--- src/rtl/ahb_pkg.sv ---
// Shared AHB-Lite encodings, HMASTER codes, arbiter state type and burst
// length decode used by the arbiter and its beat counter.
package ahb_pkg;

    localparam logic [1:0] HTRANS_IDLE   = 2'b00;
    localparam logic [1:0] HTRANS_BUSY   = 2'b01;
    localparam logic [1:0] HTRANS_NONSEQ = 2'b10;
    localparam logic [1:0] HTRANS_SEQ    = 2'b11;

    localparam logic [2:0] HBURST_SINGLE = 3'd0;
    localparam logic [2:0] HBURST_INCR   = 3'd1;
    localparam logic [2:0] HBURST_WRAP4  = 3'd2;
    localparam logic [2:0] HBURST_INCR4  = 3'd3;
    localparam logic [2:0] HBURST_WRAP8  = 3'd4;
    localparam logic [2:0] HBURST_INCR8  = 3'd5;
    localparam logic [2:0] HBURST_WRAP16 = 3'd6;
    localparam logic [2:0] HBURST_INCR16 = 3'd7;

    // HMASTER codes double as the one-hot grant vector ({HGRANT2, HGRANT1}).
    localparam logic [1:0] HM_M1 = 2'b01;
    localparam logic [1:0] HM_M2 = 2'b10;

    typedef enum logic [1:0] {
        ST_ARB    = 2'd0,
        ST_BURST  = 2'd1,
        ST_LOCKED = 2'd2
    } arb_state_t;

    // Beat count of a burst type; INCR has no defined length and returns 0.
    function automatic logic [4:0] burst_beats(input logic [2:0] hburst);
        logic [4:0] beats;
        case (hburst)
            HBURST_SINGLE:               beats = 5'd1;
            HBURST_WRAP4,  HBURST_INCR4: beats = 5'd4;
            HBURST_WRAP8,  HBURST_INCR8: beats = 5'd8;
            HBURST_WRAP16, HBURST_INCR16: beats = 5'd16;
            default:                     beats = 5'd0;
        endcase
        return beats;
    endfunction

endpackage

--- src/rtl/ahb_beat_counter.sv ---
// Remaining-beat counter for a held burst: load on burst start, count down
// on each completed SEQ beat, clear on early termination.
module ahb_beat_counter
#(
    parameter int CNT_W = 4
)
(
    input  logic             i_clk,
    input  logic             i_rst_n,
    input  logic             i_load,
    input  logic [CNT_W-1:0] i_load_val,
    input  logic             i_dec,
    input  logic             i_clear,
    output logic [CNT_W-1:0] o_count,
    output logic             o_zero
);

    logic [CNT_W-1:0] r_count;

    // Clear beats load, load beats decrement; never wraps below zero.
    always_ff @(posedge i_clk or negedge i_rst_n) begin
        if (!i_rst_n) begin
            r_count <= '0;
        end else if (i_clear) begin
            r_count <= '0;
        end else if (i_load) begin
            r_count <= i_load_val;
        end else if (i_dec && (r_count != '0)) begin
            r_count <= r_count - CNT_W'(1);
        end
    end

    assign o_count = r_count;
    assign o_zero  = (r_count == '0);

endmodule

--- src/rtl/ahb_arbiter.sv ---
// Two-master AHB-Lite arbiter: fixed-priority (master 1 first) or, with
// ARB_ROUND_ROBIN_EN defined, round-robin arbitration. Holds the grant for
// fixed-length/INCR bursts and locked sequences, parks on DEFAULT_MASTER,
// and registers HMASTER/HMASTLOCK one HREADY cycle behind the grant.
module ahb_arbiter
    import ahb_pkg::*;
#(
    parameter int DEFAULT_MASTER  = 1,
    parameter int INCR_HOLD_BEATS = 4,
    parameter int CNT_W           = 4
)
(
    input  logic       HCLK,
    input  logic       HRESETn,
    input  logic       HREADY,
    input  logic       HBUSREQ1,
    input  logic       HBUSREQ2,
    input  logic       HLOCK1,
    input  logic       HLOCK2,
    input  logic [1:0] HTRANS,
    input  logic [2:0] HBURST,
    output logic       HGRANT1,
    output logic       HGRANT2,
    output logic [1:0] HMASTER,
    output logic       HMASTLOCK
);

    localparam logic [1:0] S_ARB     = ST_ARB;
    localparam logic [1:0] S_BURST   = ST_BURST;
    localparam logic [1:0] S_LOCKED  = ST_LOCKED;
    localparam logic [1:0] DEF_GRANT = (DEFAULT_MASTER == 2) ? HM_M2 : HM_M1;

    logic [1:0]       r_state;
    logic [1:0]       r_grant;
    logic [1:0]       r_hmaster;
    logic             r_hmastlock;

    logic [1:0]       w_state_nxt;
    logic [1:0]       w_grant_nxt;
    logic [1:0]       w_arb_grant;
    logic             w_gnt_lock;
    logic             w_owner_granted;
    logic             w_load;
    logic [CNT_W-1:0] w_load_val;
    logic             w_clear;
    logic             w_dec;
    logic [CNT_W-1:0] w_count;
    logic             w_zero;
    logic             w_cnt_last;
    logic [4:0]       w_beats;

    assign w_gnt_lock      = r_grant[0] ? HLOCK1 : HLOCK2;
    // A NONSEQ only starts a burst/lock if its issuer still holds the grant.
    assign w_owner_granted = (r_grant == r_hmaster);
    assign w_beats         = burst_beats(HBURST);
    assign w_cnt_last      = w_zero || (w_count == CNT_W'(1));
    assign w_dec           = HREADY && (r_state == S_BURST) && (HTRANS == HTRANS_SEQ);

    // Arbitration decision: who would own the bus if the grant were free now.
    always_comb begin
        w_arb_grant = DEF_GRANT;
`ifdef ARB_ROUND_ROBIN_EN
        if (HBUSREQ1 && HBUSREQ2) begin
            w_arb_grant = r_grant[0] ? HM_M2 : HM_M1;
        end else if (HBUSREQ1) begin
            w_arb_grant = HM_M1;
        end else if (HBUSREQ2) begin
            w_arb_grant = HM_M2;
        end
`else
        if (HBUSREQ1) begin
            w_arb_grant = HM_M1;
        end else if (HBUSREQ2) begin
            w_arb_grant = HM_M2;
        end
`endif
    end

    // FSM next state, next grant and beat-counter control.
    always_comb begin
        w_state_nxt = r_state;
        w_grant_nxt = r_grant;
        w_load      = 1'b0;
        w_load_val  = '0;
        w_clear     = 1'b0;
        case (r_state)
            S_ARB: begin
                w_grant_nxt = w_arb_grant;
                if ((HTRANS == HTRANS_NONSEQ) && w_owner_granted) begin
                    if (w_gnt_lock) begin
                        w_state_nxt = S_LOCKED;
                        w_grant_nxt = r_grant;
                    end else if (HBURST == HBURST_INCR) begin
                        w_state_nxt = S_BURST;
                        w_grant_nxt = r_grant;
                        w_load      = 1'b1;
                        w_load_val  = CNT_W'(INCR_HOLD_BEATS - 1);
                    end else if (HBURST != HBURST_SINGLE) begin
                        w_state_nxt = S_BURST;
                        w_grant_nxt = r_grant;
                        w_load      = 1'b1;
                        w_load_val  = CNT_W'(w_beats - 5'd1);
                    end
                end
            end
            S_BURST: begin
                if ((HTRANS == HTRANS_IDLE) || (HTRANS == HTRANS_NONSEQ)) begin
                    w_state_nxt = S_ARB;
                    w_clear     = 1'b1;
                end else if ((HTRANS == HTRANS_SEQ) && w_cnt_last) begin
                    // Last beat: re-arbitrate on this same edge.
                    w_state_nxt = S_ARB;
                    w_grant_nxt = w_arb_grant;
                end
            end
            S_LOCKED: begin
                // Grant stays one more HREADY cycle so the last locked data phase completes.
                if (!w_gnt_lock) begin
                    w_state_nxt = S_ARB;
                end
            end
            default: begin
                w_state_nxt = S_ARB;
            end
        endcase
    end

    // State, grant and address-phase owner registers; all frozen while HREADY=0.
    always_ff @(posedge HCLK or negedge HRESETn) begin
        if (!HRESETn) begin
            r_state     <= S_ARB;
            r_grant     <= DEF_GRANT;
            r_hmaster   <= DEF_GRANT;
            r_hmastlock <= 1'b0;
        end else if (HREADY) begin
            r_state     <= w_state_nxt;
            r_grant     <= w_grant_nxt;
            r_hmaster   <= r_grant;
            r_hmastlock <= w_gnt_lock;
        end
    end

    ahb_beat_counter #(
        .CNT_W (CNT_W)
    ) u_cnt (
        .i_clk      (HCLK),
        .i_rst_n    (HRESETn),
        .i_load     (HREADY && w_load),
        .i_load_val (w_load_val),
        .i_dec      (w_dec),
        .i_clear    (HREADY && w_clear),
        .o_count    (w_count),
        .o_zero     (w_zero)
    );

    assign HGRANT1   = r_grant[0];
    assign HGRANT2   = r_grant[1];
    assign HMASTER   = r_hmaster;
    assign HMASTLOCK = r_hmastlock;

endmodule
--- config.mk ---
export PLATFORM = sky130hd
export DESIGN_NAME = ahb_arbiter
export DESIGN_NICKNAME = d
export VERILOG_FILES = /design/src/rtl/ahb_pkg.sv /design/src/rtl/ahb_beat_counter.sv /design/src/rtl/ahb_arbiter.sv
export SDC_FILE = /design/constraint.sdc
export NUM_CORES = 1
export LEC_CHECK = 0
export CAP_MARGIN = 20
export CORE_MARGIN = 4
export CORE_UTILIZATION = 47
export CTS_CLUSTER_SIZE = 12
export DETAILED_ROUTE_END_ITERATION = 6
export PLACE_DENSITY = 0.85
export SYNTH_ARGS = -nofsm -noshare
export SYNTH_HDL_FRONTEND = slang
export SYNTH_SLANG_ARGS = --single-unit
--- constraint.sdc ---
create_clock -name HCLK -period 1.9 [get_ports HCLK]
set_input_delay 0.285 -clock HCLK [delete_from_list [all_inputs] [get_ports HCLK]]
set_output_delay 0.285 -clock HCLK [all_outputs]
set_load 0.01 [all_outputs]
After elaboration in Yosys (flattened, before gate mapping)
Index checks and enable logic that the tools add are counted.
{"block": "totals", "ff_bits": 11, "in_bits": 12, "output_inout_bits": 5, "elab_cells": 85}
{"block": "op_classes", "add_sub_neg": 2, "eq_ne": 22, "muxes": 34, "reduce_logical": 22}
{"operator": "$mux W4", "count": 8}
{"operator": "$mux W2", "count": 15}
{"operator": "$pmux W4 S4", "count": 1}
{"operator": "$eq A3 B3 Y1 const B", "count": 4}
{"operator": "$ne A3 B3 Y1 const B", "count": 3}
{"operator": "$mux W1", "count": 8}
{"operator": "$sub A4 B1 Y4 const B", "count": 2}
{"operator": "$logic_and A1 B1 Y1", "count": 7}
{"operator": "$reduce_and A7 Y1", "count": 1}
{"operator": "$eq A2 B2 Y1 const B", "count": 3}
{"operator": "$eq A3 B2 Y1 const B", "count": 2}
{"operator": "$ne A2 B2 Y1 const B", "count": 3}
{"operator": "$pmux W2 S3", "count": 1}
{"operator": "$reduce_bool A3 Y1", "count": 2}
{"operator": "$reduce_or A2 Y1", "count": 3}
{"operator": "$reduce_and A5 Y1", "count": 1}
{"operator": "$eq A4 B1 Y1 const B", "count": 1}
{"operator": "$logic_not A2 Y1", "count": 2}
{"operator": "$logic_not A4 Y1", "count": 1}
{"operator": "$ne A4 B4 Y1 const B", "count": 1}
{"operator": "$pmux W2 S2", "count": 1}
{"operator": "$reduce_bool A4 Y1", "count": 1}
{"operator": "$eq A3 B1 Y1 const B", "count": 1}
{"operator": "$logic_not A3 Y1", "count": 1}
{"operator": "6 further kinds", "count": 7}

Depth between registers and ports, before layout
{"block": "depth", "ltp_word": 11, "depth_mapped": 6, "ltp_nobuf": 6}

Cells and area by module
Synthesis repeated with hierarchy kept, for this count alone.
{"block": "hier_totals", "hier_cells": 75, "hier_area_um2": 753.2}
{"module": "ahb_arbiter", "instances": 1, "cells_per_inst": 44, "area_per_inst_um2": 460.4, "seq_area_each_um2": 177.7}
{"module": "ahb_beat_counter", "instances": 1, "cells_per_inst": 31, "area_per_inst_um2": 292.8, "seq_area_each_um2": 100.1}

Worst setup path after synthesis
Ideal clock, no wire load.
{"block": "synth_timing", "path_type": "register to register", "start": "register r_grant[0]", "end": "register r_grant[1]", "setup_ps": 128, "t_arrival_ps": 1594, "t_required_ps": 1772, "setup_slack_ps": 178, "stages_incl_launch_ff": 5, "path_buffers": 0, "period_less_slack_ps": 1722, "cell_sequence": "dfstp_2 > mux2i_2 > nor4b_2 > o2111ai_2 > mux2_1"}
{"block": "synth_between", "elab_chain_cells": 4, "word_cells_on_any_way": 9, "cone_classes": "eq/ne (4); mux (3); reduce/logical (2)"}
{"element": "from (decl)", "line": "ahb_arbiter.sv:34", "text": "logic [1:0] r_grant;"}
{"element": "from (signal assigned)", "line": "ahb_arbiter.sv:137", "text": "r_grant <= w_grant_nxt;"}
{"element": "$eq A2 B2 Y1", "line": "ahb_arbiter.sv:54", "text": "assign w_owner_granted = (r_grant == r_hmaster);"}
{"element": "$logic_and A1 B1 Y1", "line": "ahb_arbiter.sv:89", "text": "if ((HTRANS == HTRANS_NONSEQ) && w_owner_granted) begin"}
{"element": "$ne A3 B3 Y1 (no source line) or $mux W2 (tied branches)"}
{"element": "$reduce_and A7 Y1 (no source line) or $pmux W2 S2 (tied branches)"}
Several ways; a longest one is shown, not always the timed one.
A chain may end at the register's enable or synchronous reset.

Final worst setup path
Same ends and word-level chain as after synthesis.

==> results.md <==
- Mapped Area: 706 um2
- Main area contributors after synthesis: dfrtp_1 (32%), dfstp_2 (7.4%), mux2_1 (6.4%)
- R2R Setup Slk: 0.11 ns
- CTS buffer count: 3
- Vias in the first global route: 641
- Antenna violations before repair: 0
- Worst-skew pair later-pin latency: 0.28 ns
- Most frequent cell after synthesis: dfrtp_1
- Warning count from the yosys run: 0
- Maximum vdd drop: 0.758 mV
- DRC: 0
- DRT Wirelength: 1.69 mm
- CP Launch Point: r_grant[0]$_DFFE_PN1P_
- Nets: 107
- Status: finished clean
- FP Rows: 13
- Req. time, crit path: 2.05 ns
- Synth top area share: 31.9%
- Clock sinks: 11
- Pint: 0.619 mW
- First-pass iteration count of the detailed router: 4
- Die Y: 46.8 um
- Layout Cells excl Fill: 107
- CP arrival: 1.94 ns
- Type of the most critical hold path: in -> async
- Combinational share of power: 41.2%
- Vias: 619
- Vias per cell: 5.79
- Crit Path Category: reg -> reg
- CTS tree: done
- NetSw: 0.359 mW
- Sw frac: 36.7%
- Largest net degree at the start of global routing: 12
- Top achievable clock speed: 0.559 GHz
- CP max FO: 5
- Fraction of layout cells with a size suffix above 1: 22.8%
- Slew Limit Fails: 0
- Antenna cells: 0
- GRT overflow: 0
- H-tree depth: 1
- IO Pins: 17
- Critical R2R Capture: r_grant[1]$_DFFE_PN0P_
- Post-DRT Antenna Nets: 0
- Clock transition at path regs: 0.09 ns
- Synthesized area per cell: 10.4 um2
- Largest area contributor in the synthesized netlist: dfrtp_1
- Full die area: 2190 um2
- Core Footprint: 1350 um2
- Shortest period the worst path allows: 1.79 ns
- Final Cycle Share: 94.1%
- Clock share of power: 17.1%
- Root Buffer Master: clkbuf_4
- Net Count, Synth: 82
- Post-CTS setup buffers: 0
- #FFs+latches synth: 11
- RSZ-0062 raised after global routing: yes
- Worst Tran Pin Value: 0.527 ns
- Post-CTS Hold Fix Bufs: 0
- WL per Instance: 15.7 um
- Leakage: 0.412 nW
- Sequential share of the synthesized area: 39.4%
- GRT Total Usage: 17.8%
- Worst Setup EP: r_grant[1]$_DFFE_PN0P_
- Hpwl dp: 1.28 mm
- Setup TNS: 0 ns
- Initial drt markers: 7
- Slew HR: 64.8%
- Initial Util: 52.3%
- Pwr Density: 1020 nW/um2
- Hold slack: 0.350 ns
- Synth Instances: 68
- Worst r2r src: r_grant[0]$_DFFE_PN1P_
- Clock Skew: 0.0118 ns
- Fin. Hold Viols: 0
- Fraction of registers with async set/reset: 100%
- Die extent in x: 46.8 um
- Worst reg-to-reg path cell count: 4
- DP Area: 920 um2
- Number of port buffers: 16
- First-pass GRT wire length: 2.72 mm
- Top post-synthesis cells by count: dfrtp_1 (9), inv_1 (6), a21oi_1 (5)
- Max cap viols: 0
- Top FF cell, synth: dfrtp_1
- Post-synthesis cell type count: 34
- Pwr Total: 0.978 mW
- Placed insts: 103
- Crit. End Element: register
- Design area: 958 um2
- CTS Buffer Depth: 2
- EDFF count, synth: 0
- Crit start category: register
- Syn-to-layout area delta: 35.8%
- Part of the power in registers: 41.7%
- Placer's final routability congestion estimate: 0.855
- Final setup fails: 0
[cells in the final DEF, fill, tap and decap left out]
cell type / Yosys / final
clkdlybuf4s50_1: 0 / 16
dfrtp_1: 9 / 9
inv_1: 6 / 6
buf_4: 0 / 6
a21oi_1: 5 / 5
mux2_1: 4 / 4
nand2_1: 4 / 4
nor2_1: 4 / 4
xnor2_1: 3 / 3
clkbuf_4: 0 / 3
dfstp_2: 2 / 2
mux2_2: 2 / 2
nor3_1: 2 / 2
a211oi_1: 2 / 2
nand2b_1: 1 / 1
and4b_1: 1 / 1
o21ai_1: 1 / 1
nand4_1: 1 / 1
mux2i_2: 1 / 1
o31ai_1: 1 / 1
or3_4: 1 / 1
nor4bb_1: 1 / 1
o41ai_2: 1 / 1
o31a_1: 1 / 1
o21a_1: 1 / 1
nor2b_1: 1 / 1
nor4b_4: 0 / 1
o2111ai_2: 1 / 1
a2111oi_0: 1 / 1
o21ba_2: 1 / 1
o211ai_1: 1 / 1
a31oi_1: 1 / 1
mux2i_1: 1 / 1
a41oi_1: 1 / 1
nor4_1: 1 / 1
ha_2: 0 / 1
ha_1: 2 / 1
clkinv_2: 0 / 1
[state kept, by name (all words and copies together) (netlist names)]
signal and cells:
r_state 2, u_cnt.o_count 4, HMASTER 2, r_grant 2, HMASTLOCK 1
[layout make-up]
type,count,area [um2]
clock buffer,3,22.5
clock inverter,1,5.00
sequential,11,278
fill,114,392
multi-input combinational,49,407
timing repair buffer,22,205
tap,15,18.8
inverter,6,22.5
[layer usage]
metal | GRT usage (%) | share of wire (%)
met5 | 0 | 0
met1 | 22.3 | 46
met4 | 8.29 | 0.71
met2 | 30.5 | 48
met3 | 2.30 | 5.0
[cell families after synthesis]
group | count (synthesis) | synth area share (%)
AO/OA/AOI/OAI | 18 | 20.0
XOR/XNOR | 3 | 3.72
adder cells (fa/ha/maj) | 2 | 3.55
buffers and inverters | 8 | 4.61
flip-flops | 11 | 39.4
multiplexers | 8 | 12.9
AND/OR/NAND/NOR | 18 | 15.8
[worst max-delay path: stages (launching register included)]
cell	delay [ns]
dfstp_2	0.59
mux2i_2	0.30
nor4b_4	0.27
o2111ai_2	0.16
mux2_1	0.34
[stage by stage]
stage / utilization, % / setup WS [ns]
finish: 71.0 / 0.112
global route: 71.0 / 0.00621
CTS: 70.2 / 0.0586
detailed placement: 68.1 / -0.0206
global placement: 68.1 / 0.0401
floorplan: - / 0.178
[how the worst min path moves through the flow]
stage,from,end,slack (ns),cells after the start
floorplan,HRESETn,HMASTER[1]$_DFFE_PN0P_,-0.01,0
global placement,HMASTLOCK$_DFFE_PN0P_,HMASTLOCK$_DFFE_PN0P_,0.51,2
detailed placement,HMASTLOCK$_DFFE_PN0P_,HMASTLOCK$_DFFE_PN0P_,0.52,2
CTS,HRESETn,u_cnt.o_count[3]$_DFFE_PN0P_,0.37,1
global route,HRESETn,u_cnt.o_count[3]$_DFFE_PN0P_,0.39,1
finish,HRESETn,HMASTER[1]$_DFFE_PN0P_,0.35,1
[power by group through the flow]
stage | combinational (mW) | clock (mW) | sequential (mW)
global route | 0.443 | 0.181 | 0.422
global placement | 0.378 | 0 | 0.409
CTS | 0.399 | 0.172 | 0.406
finish | 0.403 | 0.167 | 0.408
detailed placement | 0.394 | 0 | 0.410
floorplan | 0.235 | 0 | 0.404
[what timing repair did]
action	CTS	global route
endpoints found under the hold margin	0	0
endpoints found under the setup margin	0	3
gates resized for setup	0	2
No activity file was read; power rests on OpenSTA's default activity.
